[src/rtl/adder_wide_sequencer_pkg.sv]
// Shared definitions for the multi-precision add/sub sequencer and its word adder:
// request op codes, adder control encodings and the sequencer state enum.
package adder_wide_sequencer_pkg;

   typedef enum logic [1:0] {
      OP_ADD  = 2'b00,
      OP_ADDC = 2'b01,
      OP_SUB  = 2'b10
   } op_e;

   localparam logic [1:0] ADDER_CTL_ADD  = 2'b00;
   localparam logic [1:0] ADDER_CTL_ADDC = 2'b01;
   localparam logic [1:0] ADDER_CTL_SUB  = 2'b10;

   localparam logic [3:0] CMP_HOLD = 4'b1111;

   typedef enum logic [1:0] {
      ST_IDLE = 2'd0,
      ST_RUN  = 2'd1,
      ST_DONE = 2'd2
   } state_e;

   // Request code 2'b11 is an alias of plain ADD.
   function automatic op_e decode_op(input logic [1:0] code);
      case (code)
         2'b01:   return OP_ADDC;
         2'b10:   return OP_SUB;
         default: return OP_ADD;
      endcase
   endfunction

   function automatic int idx_width(input int words);
      return (words > 1) ? $clog2(words) : 1;
   endfunction

endpackage

[src/rtl/adder_wide_sequencer_if.sv]
// Request/response channels plus the word-adder bus of the wide add/sub sequencer.
// slave = sequencer side, master = requester/adder side.
interface adder_wide_sequencer_if #(
   parameter int WORDS = 2
) ();
   localparam int W = 32 * WORDS;

   logic          req_valid;
   logic          req_ready;
   logic [1:0]    req_op;
   logic [W-1:0]  req_a;
   logic [W-1:0]  req_b;
   logic          req_carry_in;

   logic          rsp_valid;
   logic          rsp_ready;
   logic [W-1:0]  rsp_result;
   logic          rsp_carry;
   logic          rsp_overflow;

   logic          add_stall;
   logic          add_carry_in;
   logic [1:0]    add_control;
   logic [3:0]    add_compare_ctrl;
   logic [31:0]   add_operant_a;
   logic [31:0]   add_operant_b;
   logic [31:0]   add_result;
   logic          add_carry_out;
   logic          add_overflow;

   modport slave (
      input  req_valid, req_op, req_a, req_b, req_carry_in, rsp_ready,
             add_result, add_carry_out, add_overflow,
      output req_ready, rsp_valid, rsp_result, rsp_carry, rsp_overflow,
             add_stall, add_carry_in, add_control, add_compare_ctrl,
             add_operant_a, add_operant_b
   );

   modport master (
      output req_valid, req_op, req_a, req_b, req_carry_in, rsp_ready,
             add_result, add_carry_out, add_overflow,
      input  req_ready, rsp_valid, rsp_result, rsp_carry, rsp_overflow,
             add_stall, add_carry_in, add_control, add_compare_ctrl,
             add_operant_a, add_operant_b
   );

endinterface

[src/rtl/adder_wide_sequencer.sv]
// Multi-precision add/sub: runs a WORDS*32-bit operation through one external 32-bit adder,
// low word first, chaining the adder's registered carry-out into the next word.
module adder_wide_sequencer
   import adder_wide_sequencer_pkg::*;
#(
   parameter int WORDS = 2
) (
   input  logic                  clock,
   input  logic                  reset,
   adder_wide_sequencer_if.slave bus
);

   localparam int W     = 32 * WORDS;
   localparam int IDX_W = idx_width(WORDS);

   state_e           r_state;
   state_e           w_state_next;
   logic [IDX_W-1:0] r_idx;
   logic [W-1:0]     r_a;
   logic [W-1:0]     r_b;
   op_e              r_op;
   logic             r_cin;

   logic [31:0]      w_a_words [WORDS];
   logic [31:0]      w_b_words [WORDS];
   logic [W-1:0]     w_result;
   logic             w_accept;
   logic             w_last_word;

   logic             w_req_ready;
   logic             w_rsp_valid;
   logic             w_stall;
   logic [1:0]       w_ctl;
   logic             w_cin;
   logic [31:0]      w_opa;
   logic [31:0]      w_opb;

   assign w_accept    = (r_state == ST_IDLE) && bus.req_valid;
   assign w_last_word = (r_idx == IDX_W'(WORDS - 1));

   genvar gi;
   generate
      for (gi = 0; gi < WORDS; gi++) begin : g_word
         logic [31:0] r_word;

         assign w_a_words[gi] = r_a[gi*32 +: 32];
         assign w_b_words[gi] = r_b[gi*32 +: 32];

         always_ff @(posedge clock) begin
            if (reset) begin
               r_word <= 32'd0;
            end else if ((r_state == ST_RUN) && (r_idx == IDX_W'(gi))) begin
               r_word <= bus.add_result;
            end
         end

         assign w_result[gi*32 +: 32] = r_word;
      end
   endgenerate

   always_ff @(posedge clock) begin
      if (reset) begin
         r_state <= ST_IDLE;
      end else begin
         r_state <= w_state_next;
      end
   end

   always_ff @(posedge clock) begin
      if (reset) begin
         r_a   <= '0;
         r_b   <= '0;
         r_op  <= OP_ADD;
         r_cin <= 1'b0;
         r_idx <= '0;
      end else if (w_accept) begin
         r_a   <= bus.req_a;
         r_b   <= bus.req_b;
         r_op  <= decode_op(bus.req_op);
         r_cin <= bus.req_carry_in;
         r_idx <= '0;
      end else if (r_state == ST_RUN) begin
         r_idx <= w_last_word ? '0 : r_idx + 1'b1;
      end
   end

   always_comb begin
      w_state_next = r_state;
      w_req_ready  = 1'b0;
      w_rsp_valid  = 1'b0;
      w_stall      = 1'b1;
      w_ctl        = ADDER_CTL_ADD;
      w_cin        = 1'b0;
      w_opa        = 32'd0;
      w_opb        = 32'd0;
      case (r_state)
         ST_IDLE: begin
            w_req_ready = 1'b1;
            if (bus.req_valid) begin
               w_state_next = ST_RUN;
            end
         end
         ST_RUN: begin
            w_stall = 1'b0;
            w_opa   = w_a_words[r_idx];
            if (r_idx == '0) begin
               w_opb = w_b_words[r_idx];
               case (r_op)
                  OP_ADDC: begin
                     w_ctl = ADDER_CTL_ADDC;
                     w_cin = r_cin;
                  end
                  OP_SUB:  w_ctl = ADDER_CTL_SUB;
                  default: w_ctl = ADDER_CTL_ADD;
               endcase
            end else begin
               // Upper words always use carry-chain mode, so SUB inverts B here
               w_ctl = ADDER_CTL_ADDC;
               w_cin = bus.add_carry_out;
               w_opb = (r_op == OP_SUB) ? ~w_b_words[r_idx] : w_b_words[r_idx];
            end
            if (w_last_word) begin
               w_state_next = ST_DONE;
            end
         end
         ST_DONE: begin
            w_rsp_valid = 1'b1;
            if (bus.rsp_ready) begin
               w_state_next = ST_IDLE;
            end
         end
         default: w_state_next = ST_IDLE;
      endcase
   end

   assign bus.req_ready        = w_req_ready;
   assign bus.rsp_valid        = w_rsp_valid;
   assign bus.rsp_result       = w_result;
   // Adder flags are frozen by add_stall outside RUN, so they hold through DONE
   assign bus.rsp_carry        = bus.add_carry_out;
   assign bus.rsp_overflow     = bus.add_overflow;
   assign bus.add_stall        = w_stall;
   assign bus.add_carry_in     = w_cin;
   assign bus.add_control      = w_ctl;
   assign bus.add_compare_ctrl = CMP_HOLD;
   assign bus.add_operant_a    = w_opa;
   assign bus.add_operant_b    = w_opb;

endmodule
[src/flat_wrapper.sv]
// flat-port wrapper written by rule: the top's interface ports become plain ports
module adder_wide_sequencer_flat import adder_wide_sequencer_pkg::*;
#(
   parameter int WORDS = 2
)
  (clock, reset, bus_req_valid, bus_req_op, bus_req_a, bus_req_b, bus_req_carry_in, bus_rsp_ready, bus_add_result, bus_add_carry_out, bus_add_overflow, bus_req_ready, bus_rsp_valid, bus_rsp_result, bus_rsp_carry, bus_rsp_overflow, bus_add_stall, bus_add_carry_in, bus_add_control, bus_add_compare_ctrl, bus_add_operant_a, bus_add_operant_b);
  adder_wide_sequencer_if #(.WORDS(WORDS)) bus_i ();
  input  logic clock;
  input  logic reset;
  input wire logic [$bits(bus_i.req_valid)-1:0] bus_req_valid;
  input wire logic [$bits(bus_i.req_op)-1:0] bus_req_op;
  input wire logic [$bits(bus_i.req_a)-1:0] bus_req_a;
  input wire logic [$bits(bus_i.req_b)-1:0] bus_req_b;
  input wire logic [$bits(bus_i.req_carry_in)-1:0] bus_req_carry_in;
  input wire logic [$bits(bus_i.rsp_ready)-1:0] bus_rsp_ready;
  input wire logic [$bits(bus_i.add_result)-1:0] bus_add_result;
  input wire logic [$bits(bus_i.add_carry_out)-1:0] bus_add_carry_out;
  input wire logic [$bits(bus_i.add_overflow)-1:0] bus_add_overflow;
  output wire logic [$bits(bus_i.req_ready)-1:0] bus_req_ready;
  output wire logic [$bits(bus_i.rsp_valid)-1:0] bus_rsp_valid;
  output wire logic [$bits(bus_i.rsp_result)-1:0] bus_rsp_result;
  output wire logic [$bits(bus_i.rsp_carry)-1:0] bus_rsp_carry;
  output wire logic [$bits(bus_i.rsp_overflow)-1:0] bus_rsp_overflow;
  output wire logic [$bits(bus_i.add_stall)-1:0] bus_add_stall;
  output wire logic [$bits(bus_i.add_carry_in)-1:0] bus_add_carry_in;
  output wire logic [$bits(bus_i.add_control)-1:0] bus_add_control;
  output wire logic [$bits(bus_i.add_compare_ctrl)-1:0] bus_add_compare_ctrl;
  output wire logic [$bits(bus_i.add_operant_a)-1:0] bus_add_operant_a;
  output wire logic [$bits(bus_i.add_operant_b)-1:0] bus_add_operant_b;
  assign bus_i.req_valid = bus_req_valid;
  assign bus_i.req_op = bus_req_op;
  assign bus_i.req_a = bus_req_a;
  assign bus_i.req_b = bus_req_b;
  assign bus_i.req_carry_in = bus_req_carry_in;
  assign bus_i.rsp_ready = bus_rsp_ready;
  assign bus_i.add_result = bus_add_result;
  assign bus_i.add_carry_out = bus_add_carry_out;
  assign bus_i.add_overflow = bus_add_overflow;
  assign bus_req_ready = bus_i.req_ready;
  assign bus_rsp_valid = bus_i.rsp_valid;
  assign bus_rsp_result = bus_i.rsp_result;
  assign bus_rsp_carry = bus_i.rsp_carry;
  assign bus_rsp_overflow = bus_i.rsp_overflow;
  assign bus_add_stall = bus_i.add_stall;
  assign bus_add_carry_in = bus_i.add_carry_in;
  assign bus_add_control = bus_i.add_control;
  assign bus_add_compare_ctrl = bus_i.add_compare_ctrl;
  assign bus_add_operant_a = bus_i.add_operant_a;
  assign bus_add_operant_b = bus_i.add_operant_b;
  adder_wide_sequencer #(.WORDS(WORDS)) u_core (.clock(clock), .reset(reset), .bus(bus_i));
endmodule
[config.mk]
export PLATFORM = sky130hd
export DESIGN_NAME = adder_wide_sequencer_flat
export DESIGN_NICKNAME = d
export VERILOG_FILES = /design/src/rtl/adder_wide_sequencer_pkg.sv /design/src/rtl/adder_wide_sequencer_if.sv /design/src/rtl/adder_wide_sequencer.sv /design/src/flat_wrapper.sv
export SDC_FILE = /design/constraint.sdc
export NUM_CORES = 1
export LEC_CHECK = 0
export BUFFER_PORTS_ARGS = -buffer_cell sky130_fd_sc_hd__buf_2
export CAP_MARGIN = 20
export CORE_AREA = 2 2 146 134
export CTS_BUF_LIST = sky130_fd_sc_hd__clkbuf_16
export DETAILED_ROUTE_END_ITERATION = 6
export DIE_AREA = 0 0 148 136
export MAX_ROUTING_LAYER = met4
export PLACE_DENSITY = 0.76
export SYNTH_ARGS = -nofsm -noshare
export SYNTH_HDL_FRONTEND = slang
export SYNTH_SLANG_ARGS = --single-unit
[constraint.sdc]
create_clock -name clock -period 1.4 [get_ports clock]
set_input_delay 0.14 -clock clock [delete_from_list [all_inputs] [get_ports clock]]
set_output_delay 0.14 -clock clock [all_outputs]
set_load 0.05 [all_outputs]
# Yosys cells after proc, flatten, opt, wreduce, memory -nomap -nowiden
# Cells that the tools add are included.
dict set report totals {
  inputBits 169
  elab_cells 53
  reg_bits 198
}
dict set report op_classes {
  reduce_logical 6
  bitwise 3
  n_mux 25
  n_lt_le_gt_ge 1
  n_eq_ne 9
  add_sub_neg 1
}
# op n
set op_table {}
lappend op_table {{two-way mux 32 bit} 10}
lappend op_table {{inverter 32 bit} 1}
lappend op_table {{two-way mux 2 bit} 5}
lappend op_table {{case mux 2 bit (2 select lines)} 2}
lappend op_table {{two-way mux 1 bit} 7}
lappend op_table {{equality test 2 x 1 -> 1 bit (second input constant)} 3}
lappend op_table {{equality test 2 bit (second input constant)} 3}
lappend op_table {{case mux 2 bit (3 select lines)} 1}
lappend op_table {{!= test 2 bit (second input constant)} 2}
lappend op_table {{logical AND 1 bit} 3}
lappend op_table {{AND reduction 3 bit} 1}
lappend op_table {{>= comparator 2 bit (second input constant)} 1}
lappend op_table {{zero test 2 bit} 1}
lappend op_table {{!= test 2 x 1 -> 1 bit (second input constant)} 1}
lappend op_table {{inverter 1 -> 2 bit} 1}
lappend op_table {{OR reduction 2 bit} 1}
lappend op_table {{adder 1 bit (second input constant)} 1}
lappend op_table {{inverter 1 bit} 1}

# Logic depth before layout (Yosys ltp)
# Gate-level depths: netlist of the first run.
dict set report depth {
  word_depth 8
  ltp_mapped 7
  depth_no_buf 4
}

# Worst setup path before layout of the first run
# No wires, ideal clock.
dict set report synth_timing {
  path_type {flip-flop to output port}
  start {register u_core.r_state[1]}
  end {output bus_add_control[1]}
  n_path_buf 3
  path_slack_ns -0.858
  arrival_time_ns 2.118
  path_stages_with_launch 6
  path_cell_list {dfxtp_1 buf_2 or3b_1 buf_2 buf_6 nor3_1}
}
dict set report synth_between {
  elab_chain_cells 2
}
# item line_no
set synth_rtl {}
lappend synth_rtl {{start: declaration} adder_wide_sequencer.sv:16} ;# state_e r_state;
lappend synth_rtl {{start signal: assignment} adder_wide_sequencer.sv:65} ;# r_state <= w_state_next;
lappend synth_rtl {{equality test 2 x 1 -> 1 bit} adder_wide_sequencer.sv:96} ;# case (r_state)
lappend synth_rtl {{two-way mux 2 bit} adder_wide_sequencer.sv:96}
lappend synth_rtl {{end: declaration} flat_wrapper.sv:26} ;# output wire logic [$bits(bus_i.add_control)-1:0] bus_add_control;
# Every way passes these cells.

# Worst setup path in the final report of the first run
dict set report layout_timing {
  start {register u_core.r_idx}
  end {output bus_add_control[1]}
}
dict set report layout_between {
  elab_chain_cells 2
}
# item line_no
set layout_rtl {}
lappend layout_rtl {{start: declaration} adder_wide_sequencer.sv:18} ;# logic [IDX_W-1:0] r_idx;
lappend layout_rtl {{start signal: assignment} adder_wide_sequencer.sv:83} ;# r_idx <= w_last_word ? '0 : r_idx + 1'b1;
lappend layout_rtl {{two-way mux 2 bit} adder_wide_sequencer.sv:106} ;# if (r_idx == '0) begin
lappend layout_rtl {{two-way mux 2 bit} adder_wide_sequencer.sv:96}
# Every way passes these cells.

==> flow_summary.yaml, run 1 <==
drt:
  drc: 0
  vias: 10150
  via_per_inst: 5.539
  first_iter_violations: 817
  drt-total-wl_mm: 37.79
  ant_nets: 0
  wire_per_inst_um: 20.61
  drt_pass1_iterations: 6
global_routing:
  grt_pass1_wl_mm: 51.48
  grt_max_degree: 49
  grt-ovfl-total: 0
  antenna_found_initial: 5
  first_global_vias: 9952
  grt_use_total_pct: 33.43
finish:
  fin_area_um2: 15270
  final_common_cell: "nand2_1"
  layout-drive-gt1-share_pct: 42.02
  area.growth.synth_to_final_pct: 88.61
  post-route-util_pct: 81.51
  finalNetCount: 1734
  layout_common_cells: "nand2_1 (351), buf_2 (231), dfxtp_1 (194)"
hold_path:
  min_to: "u_core.r_state[0]$_SDFFE_PP0P_"
  min_from: "reset"
  hp-class: "input pin to flip-flop"
  holdPathStages: 2
timing:
  fin_crit_ns: 1.930
  max_freq_mhz: 518.2
  hold_violations: 0
  drv_slew: 0
  rsz0062_at_grt: "yes"
  fin_crit_sh_pct: 137.8
  fin_skew_ns: 0.02543
  worst_slack_ns: -0.5296
  setup_viol: 268
setup_path:
  r2r_slack_ns: -0.20
  crit_fanout: 7
  required_ns: 1.26
  timing.rr.end: "u_core.g_word[1].r_word[20]$_SDFFE_PP0P_"
  critPathKind: "flip-flop to primary output"
  endpoint_kind: "primary output"
  r2r_start: "u_core.r_idx$_SDFFE_PP0N_"
  startpoint_type: "flip-flop"
  reg2regPathDepth: 9
  arrival_ns: 1.79
clocking:
  clock_sinks: 198
  cts_buffers: 17
  h-tree-depth: 4
  cts.clk_slew.worst_paths_ns: 0.08
  cts-root-buf: "clkbuf_16"
  clkLatencyLatePin_ns: 0.44
  cts_buffer_depth: 2
  cts_tree: "built"
placement:
  place_ws_ns: -0.1432
  gp_congestion: 0.8219
  io_buffers: 302
  placed_cell_area_um2: 11080
  place_hpwl_mm: 16.96
synthesis:
  syn-mean-instance-area_um2: 7.632
  ys_ff_latch: 198
  syn_area_um2: 8098
  synth_top_flop_cell: "dfxtp_1"
  ys_types: 26
  ys_warn_count: 0
  ys_seq_area_share_pct: 48.95
  syn_inst: 1061
  async_flop_share_pct: 0
  synth-edff-count: 0
floorplanning:
  die_y_um: 136
  die_x_um: 148
  dieArea_um2: 20130
  io_pins: 309
  core_area_um2: 18740
  start_util_pct: 43.22
  rows: 48
status:
  status: "finished with violations"
  violations: "negative setup slack"
power_and_ir_drop:
  p_per_area_nw_per_um2: 1033
  ir_worst_vdd_mv: 0.8518
  leakage_nw: 6.116
run:
  maxCapViolations: 0
## sequential cells by signal, indices dropped and copies added (netlist names)
register,count
u_core.r_idx,1
u_core.r_op,2
u_core.r_a,64
u_core.r_state,2
u_core.g_word.r_word,64
u_core.r_cin,1
u_core.r_b,64
## repair_timing
action / CTS / global route
buffers inserted: 11 / 11
resized for setup: 189 / 173
endpoints found under the setup margin: 130 / 267
hold endpoints to repair: 196 / 0
hold buffers: 164 / 0
pin swaps: 4 / 61
cloned: 12 / 9
## power breakdown
part | switching [W] | total, W | internal (W)
clock | 0.00238 | 0.00521 | 0.00283
sequential | 0.000257 | 0.00622 | 0.00596
combinational | 0.00243 | 0.00435 | 0.00192
total | 0.00506 | 0.0158 | 0.0107
## metal layers
| layer | track usage (%) | share of wire (%) | up-vias |
|---|---|---|---|
| met5 | - | 0 | - |
| met4 | 16.56 | 6.0 | 0 |
| met3 | 7.013 | 7.6 | 218 |
| met2 | 58.59 | 51 | 681 |
| met1 | 36.11 | 35 | 4793 |
| li1 | - | - | 4461 |
## kinds of logic after synthesis
| group | synth area share [%] |
|---|---|
| flip-flops | 48.95 |
| AO/OA/AOI/OAI | 16.39 |
| multiplexers | 3.956 |
| AND/OR/NAND/NOR | 21.08 |
| buffers and inverters | 6.118 |
| other | 0.04631 |
| XOR/XNOR | 3.461 |
## worst max-delay path, stage by stage (launching register included)
cell and delay, ns:
dfxtp_4 0.42, buf_6 0.14, or3b_4 0.41, nor3_4 0.18, buf_6 0.20
## synth_stat cells (2+ instances only)
library cell,count,area share (%)
nand2_1,389,18
a21oi_1,230,14
dfxtp_1,198,49
clkbuf_1,47,2.2
nor2_1,35,1.6
mux2i_1,32,4.0
o21ai_0,32,2.0
xnor2_1,32,3.5
buf_2,30,1.9
buf_6,10,1.4
buf_4,6,0.56
nand3b_1,3,0.28
nor2b_1,2,0.15
nor3b_2,2,0.31
or3b_1,2,0.22
## per-stage QoR
stage          setup TNS (ns)  instances  hold slack [ns]  power, W
6_report               -55.44       1833          0.05654   0.01578
5_1_grt                -64.81       1833          0.06728   0.01619
4_1_cts                -47.25       1811          0.04731   0.01521
3_5_place_dp           -5.141       1592           0.2806  0.009219
3_3_place_gp           -4.361       1592           0.2806  0.009167
2_1_floorplan          -6.259       1064           0.2760  0.008301
## worst max path at each step
stage / from / endpoint / cells past startpoint
3_5_place_dp: u_core.r_state[1]$_SDFFE_PP0P_ / bus_add_operant_b[28] / 5
2_1_floorplan: u_core.r_state[1]$_SDFFE_PP0P_ / bus_add_control[1] / 5
5_1_grt: u_core.r_idx$_SDFFE_PP0N_ / bus_add_control[1] / 4
6_report: u_core.r_idx$_SDFFE_PP0N_ / bus_add_control[1] / 4
4_1_cts: u_core.r_idx$_SDFFE_PP0N_ / bus_add_control[1] / 4
3_3_place_gp: u_core.r_idx$_SDFFE_PP0N_ / bus_add_operant_b[11] / 5
## area by class of cell
cell class	instances	area [um^2]
fill	987	3465
clock buffer	17	425.4
multi-input combinational	770	4991
antenna	5	12.51
clock inverter	15	177.7
sequential	198	3971
inverter	2	33.78
tap	250	312.8
timing repair buffer	576	5349
Power figures use the tool's default switching activity.
==> inputs of run 2 (changes only) <==
--- a/config.mk
+++ b/config.mk
@@ -5,14 +5,16 @@
 export SDC_FILE = /design/constraint.sdc
 export NUM_CORES = 1
 export LEC_CHECK = 0
+export ABC_AREA = 1
 export BUFFER_PORTS_ARGS = -buffer_cell sky130_fd_sc_hd__buf_2
 export CAP_MARGIN = 20
-export CORE_AREA = 2 2 146 134
+export CORE_AREA = 2 2 157 144
 export CTS_BUF_LIST = sky130_fd_sc_hd__clkbuf_16
 export DETAILED_ROUTE_END_ITERATION = 6
-export DIE_AREA = 0 0 148 136
+export DIE_AREA = 0 0 159 146
+export GPL_ROUTABILITY_DRIVEN = 0
 export MAX_ROUTING_LAYER = met4
-export PLACE_DENSITY = 0.76
+export PLACE_DENSITY = 0.75
 export SYNTH_ARGS = -nofsm -noshare
 export SYNTH_HDL_FRONTEND = slang
 export SYNTH_SLANG_ARGS = --single-unit
==> run 2 against run 1 <==
The flow still finishes with violations (negative setup slack); non-clock buffer count decreased by 138; routed wire length decreased by 8.7%; flip-flop and latch count unchanged; critical path depth increased by 4; utilization decreased by 11 points; worst setup slack improved by 0.13 ns; power increased by 2.6%; synthesized cell count increased by 50%; clock power decreased by 1%; combinational power increased by 6.4%; clock skew decreased by 0.014 ns; global-route usage decreased by 6.1 points; critical endpoint is now bus_add_operant_b[25]; largest cell class is now multi-input combinational cells.
==> flow_summary.yaml, run 2 <==
status:
  status: "finished with violations"
  violations: "negative setup slack"
synthesis:
  yosysMostFrequentCell: "nand2_1"
  syn_inst: 1594
  ys_top_cells_by_area: "dfxtp_1 (41%), nand2_1 (18%), nor2_1 (15%)"
  ys_ff_latch: 198
  yosysTopAreaCell: "dfxtp_1"
  syn-mean-instance-area_um2: 6.010
  synth-edff-count: 0
  ys_seq_area_share_pct: 41.37
  netlist.area_leader.share_pct: 41.37
  ys_warn_count: 0
  synth_top_flop_cell: "dfxtp_1"
  syn_area_um2: 9580
  synthTopCellsByCount: "nand2_1 (458), nor2_1 (388), inv_1 (232), dfxtp_1 (198), nand3_1 (198)"
  ys_types: 17
  async_flop_share_pct: 0
setup_path:
  endpoint_kind: "primary output"
  required_ns: 1.26
  critPathKind: "flip-flop to primary output"
  crit_fanout: 6
  reg2regPathDepth: 9
  startpoint: "u_core.r_state[1]$_SDFFE_PP0P_"
  startpoint_type: "flip-flop"
  arrival_ns: 1.66
  r2r_start: "u_core.r_state[0]$_SDFFE_PP0P_"
  r2r_slack_ns: -0.10
timing:
  worstMarginPinSlew_ns: 0.6408
  fin_crit_ns: 1.796
  rsz0062_at_grt: "yes"
  drv_slew: 0
  hold_violations: 0
  fin_crit_sh_pct: 128.3
  max_slew_margin_pct: 57.28
  setup_viol: 162
  max_freq_mhz: 556.8
  worst_slack_ns: -0.3960
  fin_skew_ns: 0.01174
global_routing:
  grt-ovfl-total: 0
  first_global_vias: 10090
  grt_use_total_pct: 27.30
  grt_max_degree: 71
  antenna_found_initial: 4
  grt_pass1_wl_mm: 50.20
floorplanning:
  die_x_um: 159
  rows: 51
  io_pins: 309
  core_area_um2: 21440
  die_y_um: 146
  dieArea_um2: 23210
  start_util_pct: 44.68
placement:
  io_buffers: 302
  place_hpwl_mm: 19.01
  place_ws_ns: -0.07889
  dp_cells: 2127
run:
  maxCapViolations: 0
finish:
  top_regs: "u_core.g_word.r_word (64), u_core.r_a (64), u_core.r_b (64)"
  stdcell_count: 2256
  layout-drive-gt1-share_pct: 30.14
  area.growth.synth_to_final_pct: 57.82
  post-route-util_pct: 70.52
  layout_common_cells: "nand2_1 (378), nor2_1 (361), buf_2 (231)"
  final_common_cell: "nand2_1"
  finalNetCount: 2117
clocking:
  cts.clk_slew.worst_paths_ns: 0.07
  clkLatencyLatePin_ns: 0.43
  cts_buffer_depth: 2
  cts-root-buf: "clkbuf_16"
  clock_sinks: 198
  h-tree-depth: 4
  cts_buffers: 17
  cts_tree: "built"
drt:
  ant_nets: 0
  drc: 0
  vias: 10950
  drt_pass1_iterations: 6
  wire_per_inst_um: 15.29
  first_iter_violations: 889
  via_per_inst: 4.854
  drt-total-wl_mm: 34.50
power_and_ir_drop:
  p_total_w: 0.01620
  p_per_area_nw_per_um2: 1071
  leakage_nw: 8.223
  ir_worst_vdd_mv: 0.7376
hold_path:
  min_from: "bus_req_op[1]"
  hp-class: "input pin to flip-flop"
  holdPathStages: 4
-- run 2: final timing paths --
kind                                 end
min reg2reg  u_core.r_a[47]$_SDFFE_PP0P_
max                bus_add_operant_b[25]
min          u_core.r_op[0]$_SDFFE_PP0P_
max reg2reg  u_core.r_a[11]$_SDFFE_PP0P_
-- run 2: per-layer routing --
layer  track usage [%]  wire length (um)  vias to the layer above
met2             45.43             17040                      528
li1                  -                 -                     5409
met1             32.20             13430                     4936
met5                 -                 0                        -
met4             9.182              1042                        0
met3             7.011              2983                       78
-- run 2: layout make-up --
type | instances | area (um^2)
fill | 1642 | 6321
multi-input combinational | 1058 | 4871
antenna | 4 | 10.01
clock buffer | 17 | 425.4
sequential | 198 | 3978
tap | 291 | 364.1
clock inverter | 15 | 191.4
inverter | 235 | 922.1
timing repair buffer | 438 | 4358
-- run 2: logic make-up (layout without fill, tap and decap cells) --
| kind of cell | Yosys count | after routing | synth area share [%] |
|---|---|---|---|
| AOI/OAI and AO/OA | 6 | 6 | 0.3135 |
| other | 1 | 8 | 0.03914 |
| and+or+nand+nor | 1048 | 1048 | 43.83 |
| DFF | 198 | 198 | 41.37 |
| buffers and inverters | 341 | 705 | 14.44 |
-- run 2: worst max-delay path: stages, from the launching register on --
cell,delay (ns)
dfxtp_2,0.34
inv_4,0.08
nand3_4,0.09
inv_6,0.09
buf_12,0.13
clkbuf_16,0.16
nand3_2,0.09
nand2_2,0.09
buf_8,0.15
-- run 2: stage by stage --
stage / cell area, um^2 / hold WS (ns) / setup TNS (ns)
2_1_floorplan: 9763 / 0.2091 / -0.08128
3_3_place_gp: 11750 / 0.2806 / -2.702
3_5_place_dp: 11750 / 0.2806 / -4.459
6_report: 15120 / 0.005155 / -24.27
4_1_cts: 14430 / 0.006442 / -24.15
5_1_grt: 15120 / 0.03076 / -39.64
-- run 2: what timing repair did --
item | in CTS | in global routing
endpoints found under the hold margin | 67 | 0
cloned | 18 | 16
gates resized for setup | 284 | 88
pin swaps | 16 | 18
buffers inserted | 26 | 7
hold buffers | 35 | 0
setup endpoints to repair | 219 | 254
-- run 2: report_power, final --
group | switching, W | total, W | leakage (nW) | internal, W
Sequential | 0.000303 | 0.00640 | 1.64 | 0.00610
Combinational | 0.00272 | 0.00463 | 6.29 | 0.00192
Clock | 0.00243 | 0.00516 | 0.299 | 0.00273
